## src/rtl/wb_sram_arbiter.sv

```systemverilog
// Round-robin Wishbone arbiter that lets three masters share one SRAM controller port.
// A grant is held until its master drops cyc, or is rotated after max_xfers acks when another master is waiting.
module wb_sram_arbiter #(
  parameter int unsigned max_xfers = 4
) (
  input  logic        clk,
  input  logic        reset,
  input  logic        m0_cyc_i,
  input  logic        m0_stb_i,
  input  logic        m0_we_i,
  input  logic [31:0] m0_adr_i,
  input  logic [3:0]  m0_sel_i,
  input  logic [31:0] m0_dat_i,
  output logic        m0_ack_o,
  input  logic        m1_cyc_i,
  input  logic        m1_stb_i,
  input  logic        m1_we_i,
  input  logic [31:0] m1_adr_i,
  input  logic [3:0]  m1_sel_i,
  input  logic [31:0] m1_dat_i,
  output logic        m1_ack_o,
  input  logic        m2_cyc_i,
  input  logic        m2_stb_i,
  input  logic        m2_we_i,
  input  logic [31:0] m2_adr_i,
  input  logic [3:0]  m2_sel_i,
  input  logic [31:0] m2_dat_i,
  output logic        m2_ack_o,
  output logic [31:0] m_dat_o,
  output logic        s_cyc_o,
  output logic        s_stb_o,
  output logic        s_we_o,
  output logic [31:0] s_adr_o,
  output logic [3:0]  s_sel_o,
  output logic [31:0] s_dat_o,
  input  logic [31:0] s_dat_i,
  input  logic        s_ack_i,
  output logic [1:0]  gnt_o,
  output logic        gnt_valid_o
);

  typedef enum logic {IDLE, GRANT} state_t;

  state_t      state_q, state_d;
  logic [1:0]  gnt_q, gnt_d;
  logic [1:0]  last_q, last_d;
  logic [2:0]  count_q, count_d;

  logic [2:0]  cyc_vec, req;
  logic [2:0]  gnt_onehot, others_req;
  logic        granted, limit_hit;
  logic [2:0]  count_inc;
  logic        sel_cyc, sel_stb, sel_we;
  logic [31:0] sel_adr, sel_dat;
  logic [3:0]  sel_sel;

  assign cyc_vec    = {m2_cyc_i, m1_cyc_i, m0_cyc_i};
  assign req        = cyc_vec & {m2_stb_i, m1_stb_i, m0_stb_i};
  assign granted    = (state_q == GRANT);
  assign gnt_onehot = 3'b001 << gnt_q;
  assign others_req = req & ~gnt_onehot;
  assign count_inc  = (count_q == 3'd7) ? 3'd7 : count_q + 3'd1;
  assign limit_hit  = (max_xfers != 0) && ((32'(count_q) + 32'd1) >= max_xfers);

  // Search starts just after the last released master, so ties never favour a fixed index.
  function automatic logic [1:0] rr_pick(input logic [1:0] last, input logic [2:0] r);
    logic [1:0] pick;
    pick = 2'd0;
    for (int j = 2; j >= 0; j--) begin
      if (r[(int'(last) + 1 + j) % 3]) pick = 2'((int'(last) + 1 + j) % 3);
    end
    return pick;
  endfunction

  always_comb begin
    sel_cyc = m0_cyc_i;
    sel_stb = m0_stb_i;
    sel_we  = m0_we_i;
    sel_adr = m0_adr_i;
    sel_sel = m0_sel_i;
    sel_dat = m0_dat_i;
    case (gnt_q)
      2'd1: begin
        sel_cyc = m1_cyc_i;
        sel_stb = m1_stb_i;
        sel_we  = m1_we_i;
        sel_adr = m1_adr_i;
        sel_sel = m1_sel_i;
        sel_dat = m1_dat_i;
      end
      2'd2: begin
        sel_cyc = m2_cyc_i;
        sel_stb = m2_stb_i;
        sel_we  = m2_we_i;
        sel_adr = m2_adr_i;
        sel_sel = m2_sel_i;
        sel_dat = m2_dat_i;
      end
      default: ;
    endcase
  end

  assign s_cyc_o     = granted & sel_cyc;
  assign s_stb_o     = granted & sel_cyc & sel_stb;
  assign s_we_o      = granted & sel_we;
  assign s_adr_o     = sel_adr;
  assign s_sel_o     = sel_sel;
  assign s_dat_o     = sel_dat;
  assign m_dat_o     = s_dat_i;
  assign gnt_o       = gnt_q;
  assign gnt_valid_o = granted;

  // Acks arriving after a release (state IDLE) are dropped here.
  assign m0_ack_o = s_ack_i & granted & (gnt_q == 2'd0);
  assign m1_ack_o = s_ack_i & granted & (gnt_q == 2'd1);
  assign m2_ack_o = s_ack_i & granted & (gnt_q == 2'd2);

  always_comb begin
    state_d = state_q;
    gnt_d   = gnt_q;
    last_d  = last_q;
    count_d = count_q;
    case (state_q)
      IDLE: begin
        if (|req) begin
          gnt_d   = rr_pick(last_q, req);
          count_d = 3'd0;
          state_d = GRANT;
        end
      end
      GRANT: begin
        if (s_ack_i) count_d = count_inc;
        if (!sel_cyc || (s_ack_i && limit_hit && (|others_req))) begin
          state_d = IDLE;
          last_d  = gnt_q;
        end
      end
      default: state_d = IDLE;
    endcase
  end

  always_ff @(posedge clk) begin
    if (reset) begin
      state_q <= IDLE;
      gnt_q   <= 2'd0;
      last_q  <= 2'd2;
      count_q <= 3'd0;
    end else begin
      state_q <= state_d;
      gnt_q   <= gnt_d;
      last_q  <= last_d;
      count_q <= count_d;
    end
  end

endmodule

```

## config.mk

```make
export PLATFORM = sky130hd
export DESIGN_NAME = wb_sram_arbiter
export DESIGN_NICKNAME = d
export VERILOG_FILES = /design/src/rtl/wb_sram_arbiter.sv
export SDC_FILE = /design/constraint.sdc
export NUM_CORES = 1
export LEC_CHECK = 0
export BUFFER_PORTS_ARGS = -buffer_cell sky130_fd_sc_hd__buf_2
export CORE_AREA = 5 5 137 139
export CTS_CLUSTER_DIAMETER = 60
export DETAILED_ROUTE_END_ITERATION = 10
export DIE_AREA = 0 0 142 144
export GPL_ROUTABILITY_DRIVEN = 0
export HOLD_SLACK_MARGIN = 0.12
export MAX_ROUTING_LAYER = met4
export SYNTH_ARGS = -nofsm -noshare
export SYNTH_HDL_FRONTEND = slang
export SYNTH_SLANG_ARGS = --single-unit
```

## constraint.sdc

```tcl
create_clock -name clk -period 1.8 [get_ports clk]
set_input_delay 0.18 -clock clk [delete_from_list [all_inputs] [get_ports clk]]
set_output_delay 0.18 -clock clk [all_outputs]
set_load 0.02 [all_outputs]
```

==> out/metrics.csv, run 1 <==
stage;metric;value;unit
place;area post-placement;4010;um2
grt;largest net degree at the start of global routing;31;
power_and_ir_drop;Sw Share;44.8;%
grt;initial antenna violation count;2;
final_layout;most common cell after layout, fill and taps aside;buf_2;
grt;grt total ovfl;0;
worst_setup_path;CP Launch Type;register;
final_layout;Layout Area Growth over Synthesis;149;%
worst_setup_path;Reg2Reg Depth;6;
power_and_ir_drop;Seq pwr share;6.7;%
synth;asr flop ratio synth;0;%
power_and_ir_drop;Int Pwr;1.70;mW
worst_setup_path;Worst EP arrival;1.73;ns
synth;Syn Nets;612;
final_layout;fillers;1838;
detailed_routing;Antenna Nets Post-Route;0;
run;maxcap violations;0;
worst_setup_path;Critical Path Sink Type;primary output;
place;Place WS;0.0689;ns
synth;#FFs+latches synth;8;
place;IO Port Bufs;292;
power_and_ir_drop;power share of the combinational group;81.3;%
sta;max-slew violations;0;
detailed_routing;1st-iter DRT viols;137;
clock_tree;H-tree Lvls;1;
synth;Cell Area, Synth;2170;um2
power_and_ir_drop;Final Total Pwr;3.08;mW
hold_path;HP Class;in -> reg;
synth;top post-synthesis cells by area;a22oi_1 (25%), a21oi_1 (17%), nor2_1 (13%);
detailed_routing;routed wire length;16000;um
run_status;failing checks;negative setup slack;
detailed_routing;DR DRC count;0;
synth;register area share after synthesis;7.37;%
clock_tree;TritonCTS clock tree;done;
sta;slew margin rel.;75.1;%
floorplan;core area;17500;um2
worst_setup_path;Worst path most repeated cell;buf_6;
detailed_routing;vias per inst;4.44;
hold_path;hold worst-path end;gnt_o[0];
synth;synth warn;0;
floorplan;die area;20400;um2
synth;area leader, netlist;a22oi_1;
worst_setup_path;crit path cell chain;inv_4, ha_4, buf_12, buf_6, a21oi_4, and2_4, o211a_1, buf_6;
worst_setup_path;Worst Path Max Fanout;7;
worst_setup_path;worst flop-to-flop path startpoint;gnt_o[1];
power_and_ir_drop;pwr/cell area;571;nW/um2
grt;Total GRT Usage;12.9;%
synth;Distinct cells, synth;34;
sta;min Tclk post-route;1.91;ns
synth;area share of the largest cell type after synthesis;24.5;%
detailed_routing;First-pass DRT Iterations;4;
run_status;outcome;complete, but fails checks;
synth;Avg Synthesized Cell Area;6.14;um2
detailed_routing;mean routed wirelength per cell;18.6;um
sta;period utilization;106;%
sta;RSZ-0062 raised after global routing;true;
clock_tree;CTS buffer count;3;
clock_tree;clock tree root buffer cell;clkbuf_16;
hold_path;hold depth;2;
power_and_ir_drop;Peak VDD IR;0.287;mV
worst_setup_path;setup slack, reg-to-reg;0.08;ns
sta;Setup violations, final;47;
worst_setup_path;Worst Path Required;1.62;ns
synth;EDFF count, synth;0;
detailed_routing;Vias;3829;
grt;first-pass GRT wire length;20200;um
clock_tree;Sink Count;8;
power_and_ir_drop;Static Leakage;2.38;nW
clock_tree;CTS max path bufs;2;
floorplan;DIE HEIGHT;144;um
final_layout;cell area after layout;5400;um2
hold_path;Hold Crit Start;reset;
place;DP HPWL;11400;um
worst_setup_path;Slowest-stage cell, CP;dfxtp_4;
power_and_ir_drop;clock power share;12.0;%
sta;Final WS setup;-0.110;ns
floorplan;die width;142;um
synth;Post-synth top flop;dfxtp_1;
final_layout;share of layout cells above drive strength 1;74.2;%
worst_setup_path;Reg2Reg Capture Point;last_q[0];
power_and_ir_drop;NetSw;1.38;mW
clock_tree;clock latency on the worst-skew pair;0.23;ns
sta;worst slew pin tran;0.373;ns
floorplan;# IOs;357;
sta;worst clock skew;0.00180;ns
sta;Hold Fails Final Rpt;0;
final_layout;commonest non-fill, non-tap cells in the layout;buf_2 (224), nor2_1 (50), buf_6 (49);
sta;Max Fclk;0.524;GHz
final_layout;final net count;891;
grt;vias in the first global route;3604;
synth;Syn Inst Count;354;
sta;Fin Setup TNS;-2.84;ns
floorplan;Initial Util;12.4;%
floorplan;cell row count;49;
worst_setup_path;critical path class;reg -> out;
clock_tree;CTS clk-pin slew, worst paths;0.04;ns
worst_setup_path;Crit path largest cell delay;0.35;ns
[logic make-up after synthesis]
logic type | Yosys count | synth area share, %
and+or+nand+nor | 99 | 19.6
adders and majority gates | 10 | 5.76
buffers and inverters | 75 | 19.0
muxes | 2 | 0.922
DFF | 8 | 7.37
AOI/OAI and AO/OA | 160 | 47.3
[through the flow]
step	util (%)	hold WS (ns)	std cells
floorplan	-	0.442	354
global placement	22.9	0.360	837
detailed placement	22.9	0.360	837
CTS	27.1	0.225	854
global route	30.8	0.249	862
finish	30.8	0.230	862
[area by class of cell]
type / instances / area (um2) / area share (%)
Multi-Input combinational cell: 271 / 2260 / 41.8
Clock buffer: 3 / 75.1 / 1.39
Sequential cell: 8 / 170 / 3.15
Timing Repair Buffer: 340 / 2570 / 47.5
Tap cell: 229 / 287 / 5.31
Antenna cell: 2 / 5.00 / 0.0927
Inverter: 9 / 38.8 / 0.718
[sequential cells by signal, indices dropped and copies added, names as in the netlist]
name / flops
count_q: 3
last_q: 2
gnt_o: 2
gnt_valid_o: 1
[synth_stat cells, drive strengths merged, types with 3 or more instances]
library cell,number
nand2,9
nor2,74
a22oi,71
and3,3
clkbuf,19
a31oi,3
inv,9
nand3b,3
buf,47
dfxtp,8
ha,10
a21oi,74
[worst max-delay path: cells and delay by family, from the launching register on]
kind | cells | cell delay (ns)
AND/OR/NAND/NOR | 1 | 0.15
adder cells (fa/ha/maj) | 1 | 0.26
buffers and inverters | 4 | 0.44
flip-flops | 1 | 0.35
AO/OA/AOI/OAI | 2 | 0.30
[power by group through the flow]
stage / Combinational [mW] / Sequential (mW) / Clock, mW
after global routing: 2.66 / 0.210 / 0.389
after detailed placement: 1.71 / 0.208 / 0
final: 2.51 / 0.207 / 0.370
after CTS: 2.18 / 0.206 / 0.374
after global placement: 1.70 / 0.208 / 0
after floorplan: 1.05 / 0.208 / 0
[routing by layer]
metal	wire length (um)	GRT usage, %	vias up
met5	0	-	-
met4	306	2.93	0
met3	1510	3.04	20
met2	8130	21.9	226
met1	6100	15.6	1760
li1	-	-	1823
[repair_timing]
action	CTS	global route
pin swaps	18	23
gates cloned	5	4
setup buffers	9	2
hold buffers	0	0
resized for setup	137	122
endpoints found under the setup margin	69	72
[how the worst max path moves through the flow]
stage	from	to	slack, ns	cells after the start
6_report	gnt_o[1]	s_stb_o	-0.11	8
4_1_cts	gnt_o[0]	s_stb_o	-0.1	8
3_3_place_gp	gnt_o[0]	s_adr_o[20]	0.09	7
3_5_place_dp	count_q[0]	last_q[1]	0.07	7
5_1_grt	gnt_o[0]	s_dat_o[20]	-0.16	7
2_1_floorplan	gnt_o[0]	s_stb_o	0.005	7
Power figures use the tool's default switching activity.
==> run 2: changes to the inputs <==
--- a/config.mk
+++ b/config.mk
@@ -5,6 +5,7 @@
 export SDC_FILE = /design/constraint.sdc
 export NUM_CORES = 1
 export LEC_CHECK = 0
+export ABC_AREA = 1
 export BUFFER_PORTS_ARGS = -buffer_cell sky130_fd_sc_hd__buf_2
 export CORE_AREA = 5 5 137 139
 export CTS_CLUSTER_DIAMETER = 60
==> out/metrics.csv, run 2 <==
stage;metric;value;unit;change
grt;grt total ovfl;0;;unchanged
run_status;outcome;complete, but fails checks;;unchanged
final_layout;final net count;974;;was 891
grt;Total GRT Usage;11.6;%;was 12.9%
sta;min Tclk post-route;1.84;ns;was 1.91 ns
sta;period utilization;102;%;was 106%
sta;Hold Fails Final Rpt;0;;unchanged
final_layout;share of layout cells above drive strength 1;56.3;%;was 74.2%
clock_tree;CTS clk-pin slew, worst paths;0.04;ns;about the same
synth;Syn Nets;713;;was 612
synth;area share of the largest cell type after synthesis;30.6;%;was 24.5%
clock_tree;TritonCTS clock tree;done;;unchanged
synth;area leader, netlist;a21oi_1;;was a22oi_1
final_layout;post-layout util;27.1;%;was 30.8%
synth;EDFF count, synth;0;;unchanged
sta;worst slew pin tran;0.391;ns;was 0.373 ns
final_layout;Top reg by flops;count_q;;unchanged
synth;top post-synthesis cells by area;a21oi_1 (31%), nand2_1 (16%), buf_4 (13%);;was a22oi_1 (25%), a21oi_1 (17%), nor2_1 (13%)
synth;register area share after synthesis;6.80;%;was 7.37%
sta;Max Fclk;0.545;GHz;was 0.524 GHz
synth;Post-synth top cells;a21oi_1 (144), nand2_1 (99), nor2_1 (73);;was a21oi_1 (74), nor2_1 (74), a22oi_1 (71)
clock_tree;clock latency on the worst-skew pair;0.23;ns;about the same
detailed_routing;mean routed wirelength per cell;15.4;um;was 18.6 um
final_layout;Layout Area Growth over Synthesis;102;%;was 149%
sta;hold slack final;0.184;ns;was 0.230 ns
sta;Fin Setup TNS;-0.158;ns;was -2.84 ns
power_and_ir_drop;pwr/cell area;848;nW/um2;was 571 nW/um2
sta;slew margin rel.;73.9;%;was 75.1%
floorplan;DIE HEIGHT;144;um;unchanged
power_and_ir_drop;clock power share;9.4;%;was 12.0%
worst_setup_path;Worst EP arrival;1.66;ns;was 1.73 ns
synth;Syn Inst Count;455;;was 354
sta;max-slew violations;0;;unchanged
worst_setup_path;Worst Path Max Fanout;8;;was 7
final_layout;commonest non-fill, non-tap cells in the layout;buf_2 (236), nand2_1 (98), a21oi_1 (92);;was buf_2 (224), nor2_1 (50), buf_6 (49)
floorplan;die area;20400;um2;unchanged
final_layout;antenna cell count;0;;was 2
sta;Setup violations, final;9;;was 47
sta;RSZ-0062 raised after global routing;true;;unchanged
floorplan;Initial Util;13.4;%;was 12.4%
worst_setup_path;Worst Path Required;1.62;ns;about the same
detailed_routing;Antenna Nets Post-Route;0;;unchanged
final_layout;max reg flops;3;;unchanged
synth;asr flop ratio synth;0;%;unchanged
power_and_ir_drop;Peak VDD IR;0.405;mV;was 0.287 mV
clock_tree;H-tree Lvls;1;;unchanged
grt;largest net degree at the start of global routing;40;;was 31
synth;top-count cell post-synth;a21oi_1;;
worst_setup_path;CP Launch Type;register;;unchanged
clock_tree;CTS buffer count;3;;unchanged
detailed_routing;routed wire length;14500;um;was 16,000 um
floorplan;core area;17500;um2;unchanged
power_and_ir_drop;power share of the combinational group;85.3;%;was 81.3%
worst_setup_path;Critical Path Sink Type;primary output;;unchanged
run_status;failing checks;negative setup slack;;unchanged
run;maxcap violations;0;;unchanged
final_layout;most common cell after layout, fill and taps aside;buf_2;;unchanged
floorplan;die width;142;um;unchanged
detailed_routing;vias per inst;4.32;;was 4.44
place;IO Port Bufs;292;;unchanged
detailed_routing;DR DRC count;0;;unchanged
power_and_ir_drop;Seq pwr share;5.3;%;was 6.7%
power_and_ir_drop;Static Leakage;2.33;nW;was 2.38 nW
detailed_routing;First-pass DRT Iterations;6;;was 4
sta;Final WS setup;-0.0356;ns;was -0.110 ns
synth;Avg Synthesized Cell Area;5.17;um2;was 6.14 um2
synth;synth warn;0;;unchanged
floorplan;cell row count;49;;unchanged
power_and_ir_drop;Int Pwr;1.97;mW;was 1.70 mW
synth;Cell Area, Synth;2350;um2;was 2170 um2
grt;initial antenna violation count;0;;was 2
power_and_ir_drop;NetSw;2.05;mW;was 1.38 mW
synth;Distinct cells, synth;24;;was 34
floorplan;# IOs;357;;unchanged
detailed_routing;1st-iter DRT viols;150;;was 137
clock_tree;Sink Count;8;;unchanged
sta;worst clock skew;0.000852;ns;was 0.00180 ns
clock_tree;clock tree root buffer cell;clkbuf_16;;unchanged
hold_path;HP Class;in -> reg;;unchanged
grt;first-pass GRT wire length;18700;um;was 20,200 um
clock_tree;CTS max path bufs;2;;unchanged
place;Place WS;0.120;ns;was 0.0689 ns
power_and_ir_drop;Sw Share;50.9;%;was 44.8%
detailed_routing;Vias;4074;;was 3,829
place;DP HPWL;10100;um;was 11,400 um
synth;Post-synth top flop;dfxtp_1;;unchanged
synth;#FFs+latches synth;8;;unchanged
worst_setup_path;critical path class;reg -> out;;unchanged
power_and_ir_drop;Final Total Pwr;4.03;mW;was 3.08 mW
grt;vias in the first global route;3791;;was 3,604
run 2: cell types whose count changed after synthesis, moves of 3 or more:
cell	change
a21oi_1	+70
a22oi_1	-71
and3_1	-3
buf_1	-11
buf_2	+5
buf_4	+8
clkbuf_1	-5
inv_1	+10
inv_2	+5
nand2_1	+90
nand2_2	+4
nand3_1	+13
o21ai_0	+3
run 2: cell type report:
type,count,area [um2]
sequential,8,163
timing repair buffer,320,2140
tap,229,287
clock buffer,3,75.1
inverter,24,100
fill,1920,12800
multi-input combinational,359,1990
run 2: stage by stage:
stage / instance area, um2 / std cells
after floorplan: 2400 / 455
after global placement: 3920 / 923
after detailed placement: 3920 / 923
after CTS: 4270 / 934
after global routing: 4750 / 943
final: 4750 / 943
run 2: kinds of logic after synthesis:
logic type | after synthesis | share of synthesized area (%)
adder cells (fa/ha/maj) | 10 | 5.32
AND/OR/NAND/NOR | 195 | 32.9
buffers and inverters | 88 | 21.5
flip-flops | 8 | 6.80
AO/OA/AOI/OAI | 154 | 33.5
run 2: path summary, 6_finish.rpt:
kind / from / endpoint / slack (ns) / cells past startpoint
worst min register to register: count_q[1] / count_q[1] / 0.48 / 2
worst max-delay path: gnt_o[1] / s_adr_o[11] / -0.04 / 7
worst min-delay path: reset / gnt_o[0] / 0.18 / 2
worst max register to register: gnt_o[0] / last_q[0] / 0.09 / 13
run 2: power groups by stage:
stage | Clock, mW | Combinational (mW) | Sequential [mW]
finish | 0.377 | 3.43 | 0.214
global route | 0.400 | 3.67 | 0.217
CTS | 0.383 | 2.94 | 0.212
detailed placement | 0 | 2.62 | 0.214
global placement | 0 | 2.62 | 0.213
floorplan | 0 | 1.74 | 0.219
run 2: timing repair:
action                                  4_1_cts  5_1_grt
pin swaps                                     3        9
resized for setup                            35       96
buffers inserted                              4        3
hold buffers                                  0        0
endpoints found under the setup margin       71       72
gates cloned                                  4        6
run 2: critical path, cell delays in order (launching register included):
cell	delay, ns
dfxtp_2	0.34
inv_4	0.05
ha_4	0.35
inv_8	0.08
clkbuf_16	0.18
a21oi_1	0.16
a21oi_1	0.09
buf_2	0.16
run 2: routing by layer:
layer | routed length, um | GRT usage (%)
met1 | 5900 | 13.9
met5 | 0 | -
met2 | 6910 | 19.4
met4 | 531 | 3.84
met3 | 1180 | 2.18
